<file path="config.mk">
export PLATFORM = sky130hd
export DESIGN_NAME = poll_response_collector
export DESIGN_NICKNAME = d
export VERILOG_FILES = /design/src/rtl/usb_hub_poll_pkg.sv /design/src/rtl/poll_index_encoder.sv /design/src/rtl/poll_response_collector.sv
export SDC_FILE = /design/constraint.sdc
export NUM_CORES = 1
export LEC_CHECK = 0
export CORE_ASPECT_RATIO = 0.6
export CORE_MARGIN = 2
export CORE_UTILIZATION = 25
export DETAILED_ROUTE_END_ITERATION = 12
export HOLD_SLACK_MARGIN = 0.02
export PLACE_DENSITY = 0.52
export SYNTH_ARGS = -nofsm -noshare
export SYNTH_HDL_FRONTEND = slang
export SYNTH_HIERARCHICAL = 1
export SYNTH_SLANG_ARGS = --single-unit
</file>
<file path="constraint.sdc">
create_clock -name clock -period 1.9 [get_ports clock]
set_input_delay 0.38 -clock clock [delete_from_list [all_inputs] [get_ports clock]]
set_output_delay 0.38 -clock clock [all_outputs]
set_load 0.01 [all_outputs]
</file>
<file path="src/rtl/usb_hub_poll_pkg.sv">
// Shared definitions for the hub polling path: collector state encoding and
// the one-hot legality check, also used by the polling strobe generator.
package usb_hub_poll_pkg;

    // Widest poll vector the legality check accepts; callers zero-extend.
    localparam int POLL_MAX_PORTS = 32;

    typedef enum logic [1:0] {
        ST_IDLE  = 2'd0,
        ST_XFER  = 2'd1,
        ST_DRAIN = 2'd2
    } poll_state_t;

    // A poll is legal when exactly one strobe bit is set.
    function automatic logic poll_is_legal(input logic [POLL_MAX_PORTS-1:0] vec);
        return (vec != '0) && ((vec & (vec - 32'd1)) == '0);
    endfunction

endpackage

</file>
<file path="src/rtl/poll_index_encoder.sv">
// One-hot poll vector to binary port index, plus a flag saying whether the
// vector was a legal (single-bit) poll. Purely combinational.
module poll_index_encoder
    import usb_hub_poll_pkg::*;
#(
    parameter int NUMBER_OF_PORTS = 4
) (
    input  logic [NUMBER_OF_PORTS-1:0]         onehot,
    output logic [$clog2(NUMBER_OF_PORTS)-1:0] index,
    output logic                               legal
);
    localparam int ID_WIDTH = $clog2(NUMBER_OF_PORTS);

    // OR together the indices of set bits; only meaningful when legal is high.
    always_comb begin
        index = '0;
        for (int i = 0; i < NUMBER_OF_PORTS; i++) begin
            if (onehot[i]) index = index | ID_WIDTH'(i);
        end
        legal = poll_is_legal(POLL_MAX_PORTS'(onehot));
    end

endmodule

</file>
<file path="src/rtl/poll_response_collector.sv">
// Receives the rotating poll strobe, grants the polled port when it has a
// burst pending and forwards that burst beat by beat to the upstream stream
// through a single output register. A stalled port is aborted after
// TIMEOUT_CYCLES consecutive idle cycles.
module poll_response_collector
    import usb_hub_poll_pkg::*;
#(
    parameter int NUMBER_OF_PORTS = 4,
    parameter int DATA_WIDTH      = 8,
    parameter int TIMEOUT_CYCLES  = 30
) (
    input  logic                                  clock,
    input  logic                                  reset,
    input  logic [NUMBER_OF_PORTS-1:0]            poll_strobe,
    input  logic [NUMBER_OF_PORTS-1:0]            port_req,
    input  logic [NUMBER_OF_PORTS*DATA_WIDTH-1:0] port_data,
    input  logic [NUMBER_OF_PORTS-1:0]            port_valid,
    input  logic [NUMBER_OF_PORTS-1:0]            port_last,
    output logic [NUMBER_OF_PORTS-1:0]            port_ready,
    output logic [DATA_WIDTH-1:0]                 up_data,
    output logic                                  up_valid,
    output logic                                  up_last,
    output logic [$clog2(NUMBER_OF_PORTS)-1:0]    up_port_id,
    input  logic                                  up_ready,
    output logic                                  busy,
    output logic                                  poll_error
);
    localparam int ID_WIDTH    = $clog2(NUMBER_OF_PORTS);
    localparam int STALL_WIDTH = $clog2(TIMEOUT_CYCLES + 1);
    // The abort fires on the stall cycle that would bring the count to TIMEOUT_CYCLES.
    localparam logic [STALL_WIDTH-1:0] STALL_LIMIT = STALL_WIDTH'(TIMEOUT_CYCLES - 1);

    poll_state_t                 state, state_next;
    logic [NUMBER_OF_PORTS-1:0]  poll_prev;
    logic [STALL_WIDTH-1:0]      stall_count;
    logic [ID_WIDTH-1:0]         poll_index;
    logic                        poll_legal;
    logic                        new_poll, grant, bad_poll;
    logic                        sel_valid, sel_last, up_free, accept, timeout;
    logic [DATA_WIDTH-1:0]       port_data_arr [NUMBER_OF_PORTS];

    for (genvar i = 0; i < NUMBER_OF_PORTS; i++) begin : g_unpack
        assign port_data_arr[i] = port_data[i*DATA_WIDTH +: DATA_WIDTH];
    end

    poll_index_encoder #(.NUMBER_OF_PORTS(NUMBER_OF_PORTS)) u_encoder (
        .onehot (poll_strobe),
        .index  (poll_index),
        .legal  (poll_legal)
    );

    // Poll detection and handshake qualifiers for the currently granted port.
    always_comb begin
        new_poll  = (poll_strobe != poll_prev) && (poll_strobe != '0);
        grant     = (state == ST_IDLE) && new_poll && poll_legal && port_req[poll_index];
        bad_poll  = (state == ST_IDLE) && new_poll && !poll_legal;
        sel_valid = port_valid[up_port_id];
        sel_last  = port_last[up_port_id];
        up_free   = !up_valid || up_ready;
        accept    = (state == ST_XFER) && sel_valid && up_free;
        timeout   = (state == ST_XFER) && !sel_valid && (stall_count == STALL_LIMIT);
    end

    // State register.
    always_ff @(posedge clock) begin
        if (reset) state <= ST_IDLE;
        else       state <= state_next;
    end

    // Next-state: grant on a fresh legal poll, leave XFER on last beat or abort,
    // leave DRAIN once the final beat has been handed upstream.
    always_comb begin
        state_next = state;
        case (state)
            ST_IDLE:  if (grant) state_next = ST_XFER;
            ST_XFER: begin
                if (timeout)                 state_next = ST_IDLE;
                else if (accept && sel_last) state_next = ST_DRAIN;
            end
            ST_DRAIN: if (up_valid && up_ready) state_next = ST_IDLE;
            default:  state_next = ST_IDLE;
        endcase
    end

    // Outputs decoded from state: only the granted port sees ready, and only
    // when the upstream register can take a beat this cycle.
    always_comb begin
        busy       = (state != ST_IDLE);
        port_ready = '0;
        if ((state == ST_XFER) && up_free) port_ready[up_port_id] = 1'b1;
    end

    // Poll history, granted port id, stall counter and error pulse.
    always_ff @(posedge clock) begin
        if (reset) begin
            poll_prev   <= '0;
            up_port_id  <= '0;
            stall_count <= '0;
            poll_error  <= 1'b0;
        end else begin
            poll_prev  <= poll_strobe;
            poll_error <= bad_poll || timeout;
            if (grant) up_port_id <= poll_index;
            if ((state != ST_XFER) || accept)
                stall_count <= '0;
            else if (!sel_valid)
                stall_count <= stall_count + STALL_WIDTH'(1);
        end
    end

    // Upstream output register: load on accept, hold until upstream takes it.
    always_ff @(posedge clock) begin
        if (reset) begin
            up_valid <= 1'b0;
            up_last  <= 1'b0;
            up_data  <= '0;
        end else if (accept) begin
            up_valid <= 1'b1;
            up_last  <= sel_last;
            up_data  <= port_data_arr[up_port_id];
        end else if (up_ready) begin
            up_valid <= 1'b0;
        end
    end

endmodule
</file>
Word level (Yosys, flattened, before mapping)
Index checks and enable logic that the tools add are counted.

Register bits: 24. Input bits: 51.

Add/subtract/negate cells: 2. Order comparisons: 4. Eq/ne operators: 8. Muxes and demuxes: 22. Bitwise gates (word level): 2. Reductions and logical operators: 27.

Operators by type and width (count): $and 4x32->32 (1); $logic_not 32->1 (1); $bmux 8 s2 (1); $mux 8 (2); $logic_and 1x1->1 (14); $mux 2 (6); $mux 1 (7); $bmux 1 s2 (3); $lt 2x3->1 const B (2); $pmux 2 s3 (1); $add 5x1->5 const B (1); $eq 5x5->1 const B (1); $sub 4x1->5 const B (1); $mux 4 (1); $ne 2x2->1 const B (2); $ne 4x4->1 (1); $reduce_bool 2->1 (2); $reduce_bool 4->1 (1); $ge 3x3->1 const B (1); $logic_not 1->1 (3); $logic_or 1x1->1 (3); $ne 3x2->1 const B (1); $not 2->3 (1); $reduce_and 3->1 (1); other kinds (7) (7).

Logic depth before layout (Yosys ltp)
Gate-level depths: netlist (run 1).

Depth in word-level cells: 8. Mapped depth: 7. Mapped depth without buffers: 6.

Modules after synthesis
Netlist (run 1), hierarchy kept.

Modules (own cells, without submodules): poll_response_collector (instances 1, cells an instance 136, area each 1431.4 sq um, seq. area each 480.5 sq um); poll_index_encoder (instances 1, cells an instance 6, area each 50.0 sq um, seq. area each 0.0 sq um).

Worst setup path after synthesis (run 1)
OpenSTA, ideal clock, no wires.

Path kind: register to register. Start point: reg up_port_id[0]. End point: reg up_data[1]. Setup time: 0.140 ns. Arrival: 1.552 ns. Path slack: 0.207 ns. Stages on the path, launching flop included: 8. Buffers on the path: 3. Period minus slack after synthesis: 1.693 ns. Path through: dfxtp_1 -> buf_6 -> mux4_2 -> buf_6 -> and3_4 -> buf_6 -> nand2_2 -> a21oi_2.

Longest elaborated chain between the ends: 4. Elaborated cells between the ends (all ways): 8. Those cells by class: mux (5); bitwise (1); reduce/logical (2).

Ends and longest elaborated chain: from (decl) (RTL line poll_response_collector.sv:23) `output logic [$clog2(NUMBER_OF_PORTS)-1:0] up_port_id,`; from (signal assigned) (RTL line poll_response_collector.sv:103) `if (grant) up_port_id <= poll_index;`; $not 2->3 (implied by the code) / $bmux 1 s2 (equally long branches) (RTL line poll_response_collector.sv:120, poll_response_collector.sv:57); $bmux 8 s2 / $mux 1 (equally long branches) (RTL line poll_response_collector.sv:120, poll_response_collector.sv:57); $mux 8 (implied by the code) / $logic_and 1x1->1 (equally long branches) (2 in series) (RTL line poll_response_collector.sv:120, poll_response_collector.sv:60); to (signal assigned) (RTL line poll_response_collector.sv:120) `up_data <= port_data_arr[up_port_id];`; to (decl) (RTL line poll_response_collector.sv:20) `output logic [DATA_WIDTH-1:0] up_data,`.

Parallel ways exist; a longest one is shown, timed or not. The select of a mux whose other input is x is not followed. A chain may end at the register's enable or synchronous reset.

Worst setup path in the final report (run 1)
Start point: in poll_strobe[3]. End point: reg up_port_id[1].

Elaborated cells between the ends (all ways): 13. Those cells by class: add/sub (1); eq/ne (1); mux (3); bitwise (1); reduce/logical (7).

RTL lines: from (decl) (RTL line poll_response_collector.sv:14) `input logic [NUMBER_OF_PORTS-1:0] poll_strobe,`; $mux 2 (RTL line poll_index_encoder.sv:18) `if (onehot[i]) index = index | ID_WIDTH'(i);`; named net poll_index[0] (RTL line poll_response_collector.sv:36) `logic [ID_WIDTH-1:0] poll_index;`; $bmux 1 s2 (RTL line poll_response_collector.sv:55) `grant = (state == ST_IDLE) && new_poll && poll_legal && port_req[poll_index];`; $mux 1 (implied by the code) (RTL line poll_response_collector.sv:55); $logic_and 1x1->1 (RTL line poll_response_collector.sv:55).

The timed path passes the listed nets, and every way through them passes these cells. The select of a mux whose other input is x is not followed.

==> results.json, run 1 <==
{
  "hold_depth": 2,
  "synth_top_family_by_area": "simple AND/OR/NAND/NOR gates",
  "vdd_drop_max_uv": 254,
  "cts_max_level": 1,
  "min_period_ns": 1.82,
  "synth_fp_nets": 195,
  "arrival_ns": 1.98,
  "worstSetupEndpointType": "flip-flop",
  "critPathKind": "input pin to flip-flop",
  "grt_pass1_wl_um": 6320,
  "rr_endpoint": "up_data[5]",
  "grt_antenna_before_repair": 0,
  "cts_made_buffers": 3,
  "ys_types": 38,
  "seq_area_um2": 483,
  "clock_sinks": 24,
  "rsz0062_at_grt": "no",
  "clk_path_buf_depth": 2,
  "netlist_area_um2": 1480,
  "multi_input_area_um2": 946,
  "dr.first_iter.drc_count": 30,
  "reg2reg_slack_ns": 0.27,
  "place_area_um2": 2340,
  "dp_hpwl_um": 3240,
  "grt_overflow_total": 0,
  "fillers": 559,
  "worst_hold_slack_ns": 0.464,
  "vias": 1325,
  "grt_pass1_vias": 1321,
  "initial_core_util_pct": 26.2,
  "clock_latency_ns": 0.28,
  "startpoint_type": "input pin",
  "synthCells": 142,
  "synth_compound_area_share_pct": 8.70,
  "ant_nets": 0,
  "io_buffers": 68,
  "final_cell_area_um2": 2420,
  "maxCapViolations": 0,
  "regToRegStartpoint": "up_port_id[0]",
  "num_antenna_cells": 0,
  "final_nets": 279,
  "dp_cells": 300,
  "report.final.hold_viol_count": 0,
  "grt_usage_pct": 12.6,
  "wl_per_cell_um": 13.2,
  "holdPathEnd": "up_data[5]",
  "die_w_um": 103,
  "powerDensity_nw_per_um2": 561,
  "core_area_um2": 5650,
  "layout-drive-gt1-share_pct": 31.6,
  "synthAdderAreaFrac_pct": 1.69,
  "drc": 0,
  "reg2reg_depth": 5,
  "p_leak_uw": 0.000854,
  "instances_no_fill": 305,
  "skew_ns": 0.00772,
  "root_buffer": "clkbuf_8",
  "io_pins": 69,
  "synth_xor_area_share_pct": 5.32,
  "status": "finished, final reports clean",
  "worstPathMaxFanout": 4,
  "detail_route.vias_per_cell": 4.34,
  "period_share_pct": 95.7,
  "slew_violations": 0,
  "holdBufCountCts": 0,
  "worst-slew-pin-transition_ns": 0.317,
  "std_cell_rows": 21,
  "area.growth.synth_to_final_pct": 63.6,
  "die_h_um": 63.6,
  "max_slew_margin_pct": 78.6,
  "path_clk_slew_ns": 0.09,
  "ys_seq_area_share_pct": 32.4,
  "place_congestion": 0.791,
  "required_ns": 2.06,
  "hold_class": "flip-flop to flip-flop",
  "hold_path_startpoint": "up_data[5]",
  "ys_ff_latch": 24,
  "avgSynthCellArea_um2": 10.4,
  "wirelength_um": 4030,
  "setup_viol": 0,
  "grt_max_degree": 15,
  "max_freq_ghz": 0.550,
  "yosys_warnings": 6,
  "yosys.area_share.simple_pct": 27.5,
  "dieArea_um2": 6580,
  "synth_mux_area_share_pct": 19.1,
  "drtPass1Iterations": 4,
  "cts_tree": "built"
}
-- Yosys cell counts --
cell	instances	share of area, %
mux4_1	4	7.1
nor4_1	1	0.42
and2_1	1	0.42
nand3b_1	1	0.51
nor3_1	1	0.34
nor2_1	11	2.8
nor3b_1	2	1.0
a21oi_1	4	1.4
o311ai_1	1	0.59
or2_2	1	0.42
buf_2	1	0.34
and3_4	1	0.76
nand3_4	1	1.2
o21ai_0	1	0.34
or4b_1	2	1.4
nand3_1	2	0.68
and3_1	1	0.42
ha_1	2	1.7
nand2_1	6	1.5
nor2b_1	6	2.5
mux2i_1	2	1.4
nand3b_2	1	0.76
nand2_2	17	7.2
xor2_1	1	0.59
a32oi_1	1	0.59
xnor2_1	8	4.7
clkbuf_1	3	0.76
o21a_1	1	0.51
nand4_1	3	1.3
buf_6	3	2.3
mux4_2	7	11
and4_1	1	0.59
inv_1	2	0.51
nand2b_1	6	2.5
dfxtp_1	24	32
buf_12	1	1.4
or2_1	2	0.84
a21oi_2	9	5.3
-- what timing repair did --
item                                    CTS  global route
pin swaps                                 0             0
endpoints found under the setup margin    5             2
setup buffers                             1             0
resized for setup                        21             3
-- flip-flops by register name, indices dropped and copies added (netlist names) --
| signal | flops |
|---|---|
| up_data | 8 |
| state | 2 |
| up_port_id | 2 |
| poll_prev | 4 |
| poll_error | 1 |
| up_valid | 1 |
| stall_count | 5 |
| up_last | 1 |
-- worst max-delay path by stage --
stage | start | endpoint | slack (ns) | cells past startpoint
after global placement | up_ready | port_ready[2] | -0.52 | 5
after detailed placement | up_ready | port_ready[1] | -0.53 | 5
final | poll_strobe[3] | up_port_id[1] | 0.08 | 5
after floorplan | up_port_id[0] | up_data[1] | 0.21 | 7
after CTS | up_ready | port_ready[3] | 0.01 | 5
after global routing | poll_strobe[1] | up_port_id[1] | 0.008 | 5
-- placed cells by master (no fill, tap or decap), drive strengths merged --
cell type       n
mux2i           2
o21a            1
bufinv          1
xor2            1
mux4           11
xnor2           8
ha              2
o21ai           1
nor3            1
inv             2
o311ai          1
or4b            2
nand4           3
nor3b           2
clkbuf          3
a21oi          13
dfxtp          24
nor2b           6
nand3b          2
nor4            1
and4            1
and3            2
buf            23
nand2b          6
nand3           3
clkdlybuf4s50  64
and2            1
a32oi           1
nand2          23
or2             3
nor2           11
-- per-stage QoR --
step                      util, %  setup slack, ns  setup TNS (ns)  total power (uW)
after CTS                    42.9          0.00967               0              1370
after global routing         42.9          0.00762               0              1430
after global placement       41.4           -0.516           -2.85               910
final                        42.9           0.0810               0              1360
after floorplan                 -            0.207               0               715
after detailed placement     41.4           -0.533           -3.04               911
-- kinds of logic after synthesis --
| kind of cell | after synthesis |
|---|---|
| xor+xnor | 9 |
| simple gates | 67 |
| fa+ha+maj | 2 |
| compound gates | 17 |
| mux | 13 |
| flops | 24 |
| buf+inv | 10 |
-- where the power goes --
group | switching (uW) | internal [uW] | total (uW) | leakage (uW)
combinational | 130 | 228 | 358 | 0.000623
sequential | 17.9 | 523 | 541 | 0.000196
clock | 178 | 282 | 460 | 0.0000357
total | 326 | 1030 | 1360 | 0.000854
-- metal layers --
| metal | up-vias | part of all wire (%) | global-route usage, % |
|---|---|---|---|
| li1 | 669 | - | - |
| met1 | 596 | 50 | 18.1 |
| met2 | 56 | 39 | 17.9 |
| met3 | 4 | 11 | 4.66 |
| met4 | 0 | 0.74 | 2.47 |
| met5 | - | 0 | 0 |
-- layout make-up --
| class | count | share of cell area, % |
|---|---|---|
| clock inverter | 1 | 1.24 |
| tap | 80 | 4.13 |
| multi-input combinational | 108 | 39.0 |
| sequential | 24 | 19.9 |
| timing repair buffer | 87 | 33.7 |
| inverter | 2 | 0.310 |
| clock buffer | 3 | 1.70 |
-- critical path, cell delays in order --
cell and delay, ns:
clkdlybuf4s50_1 0.51, or2_1 0.17, mux4_2 0.54, and4_1 0.26, mux2i_1 0.12
(Power assumes the default switching activity.)
==> inputs of run 2 (changes only) <==
CORE_ASPECT_RATIO = 0.5   (was 0.6)
CTS_BUF_LIST = sky130_fd_sc_hd__clkbuf_16   (was unset)
==> run 2 against run 1 <==
Against the previous run:
- the flow now finishes with violations (design-rule violations)
- critical path depth is the same
- register-to-register slack gained 0.03 ns
- via count is the same
- clock skew shrank 0.0060 ns
- total power grew 11%
- global-route usage shrank 0.080 points
- final cell count shrank 3.0%
==> results.json, run 2 (synthesized netlist as in run 1, its figures left out) <==
{
  "status": "finished, violations left",
  "failed_checks": "design-rule violations",
  "std_cell_rows": 19,
  "worstPathMaxFanout": 6,
  "cts_tree": "built",
  "grt_antenna_before_repair": 0,
  "pre_cts_slack_ns": -0.507,
  "initial_core_util_pct": 26.4,
  "num_antenna_cells": 0,
  "drc": 1,
  "root_buffer": "clkbuf_16",
  "required_ns": 2.09,
  "dieArea_um2": 6590,
  "cts_made_buffers": 3,
  "detail_route.vias_per_cell": 4.48,
  "switching_share_pct": 22.5,
  "wirelength_um": 4000,
  "slew_violations": 0,
  "layout_commonest_cell": "clkdlybuf4s50_1",
  "grt_pass1_vias": 1377,
  "dr.first_iter.drc_count": 58,
  "maxCapViolations": 0,
  "layout_setup_ws_ns": 0.0544,
  "cts_max_level": 1,
  "ant_nets": 0,
  "p_leak_uw": 0.000878,
  "clock_sinks": 24,
  "period_share_pct": 97.1,
  "hold_class": "flip-flop to flip-flop",
  "finalPower_uw": 1500,
  "clock_latency_ns": 0.26,
  "grt_usage_pct": 12.5,
  "dp_hpwl_um": 3250,
  "clock_power_share_pct": 40.8,
  "worst_hold_slack_ns": 0.461,
  "worst-slew-pin-transition_ns": 0.387,
  "largestRegisters": "up_data: 8 flops, stall_count: 5 flops, poll_prev: 4 flops",
  "path_clk_slew_ns": 0.06,
  "die_h_um": 58.4,
  "rsz0062_at_grt": "no",
  "report.final.hold_viol_count": 0,
  "worstSetupEndpointType": "flip-flop",
  "place_congestion": 0.756,
  "min_period_ns": 1.85,
  "regMostFlops": "up_data",
  "clk_path_buf_depth": 2,
  "arrival_ns": 2.03,
  "grt_max_degree": 15,
  "pwr-share-seq_pct": 35.9,
  "powerDensity_nw_per_um2": 616,
  "p_int_uw": 1170,
  "core_area_um2": 5610,
  "instances_no_fill": 296,
  "io_pins": 69,
  "p_sw_uw": 339,
  "max_freq_ghz": 0.542,
  "p_comb_share_pct": 23.4,
  "max_slew_margin_pct": 74.1,
  "largest_reg_flops": 8,
  "critPathKind": "input pin to flip-flop",
  "die_w_um": 113,
  "io_buffers": 68,
  "wl_per_cell_um": 13.5,
  "startpoint_type": "input pin",
  "skew_ns": 0.00172,
  "final_nets": 277,
  "grt_pass1_wl_um": 6560,
  "grt_overflow_total": 0,
  "area.growth.synth_to_final_pct": 65.0,
  "mostFrequentLayoutCells": "62 x clkdlybuf4s50_1, 23 x dfxtp_1, 18 x nand2_2, 16 x buf_4, 11 x nor2_1",
  "vdd_drop_max_uv": 335,
  "drtPass1Iterations": 8,
  "setup_viol": 0,
  "vias": 1325,
  "layout-drive-gt1-share_pct": 30.9,
  "dp_cells": 291
}
## run 2: final timing paths
check / from / to / slack (ns) / cells after the start
worst max register to register: up_port_id[0] / up_last / 0.30 / 5
worst max-delay path: poll_strobe[0] / up_port_id[0] / 0.05 / 5
worst min register to register: up_data[5] / up_data[5] / 0.46 / 2
worst min-delay path: up_data[5] / up_data[5] / 0.46 / 2
## run 2: cell type report
type,count,area [um^2]
clock inverters,1,30.0
inverters,2,7.51
multi-input cells,108,953
well taps,73,91.3
clock buffers,3,75.1
fillers,551,3170
flip-flops and latches,24,482
repair buffers,85,806
## run 2: power groups by stage
| stage | sequential, uW | combinational [uW] | clock (uW) |
|---|---|---|---|
| after CTS | 540 | 351 | 625 |
| after global routing | 543 | 376 | 648 |
| after detailed placement | 551 | 349 | 0 |
| after global placement | 550 | 347 | 0 |
| final | 540 | 352 | 613 |
| after floorplan | 551 | 163 | 0 |
## run 2: timing repair
item,in CTS,in global routing
hold buffers,0,0
pin swaps,0,2
endpoints found under the hold margin,0,0
gates resized for setup,13,12
endpoints found under the setup margin,4,7
buffers inserted,1,0
## run 2: stage by stage
| step | instance area, um^2 | TNS (ns) | util, % |
|---|---|---|---|
| CTS | 2440 | 0 | 43.5 |
| finish | 2440 | 0 | 43.6 |
| global route | 2440 | 0 | 43.6 |
| floorplan | 1480 | 0 | - |
| detailed placement | 2320 | -3.23 | 41.3 |
| global placement | 2320 | -2.85 | 41.3 |
## run 2: routing by layer
layer | global-route usage (%) | part of all wire [%] | up-vias
li1 | - | - | 669
met1 | 16.4 | 48 | 631
met2 | 21.6 | 48 | 21
met3 | 2.78 | 3.7 | 4
met4 | 2.79 | 0.95 | 0
met5 | 0 | 0 | -
## run 2: worst max-delay path, cell delays in order
cell and delay [ns]:
clkdlybuf4s50_1 0.51, or4b_1 0.57, o311ai_2 0.11, and4_4 0.29
mux2i_1 0.17
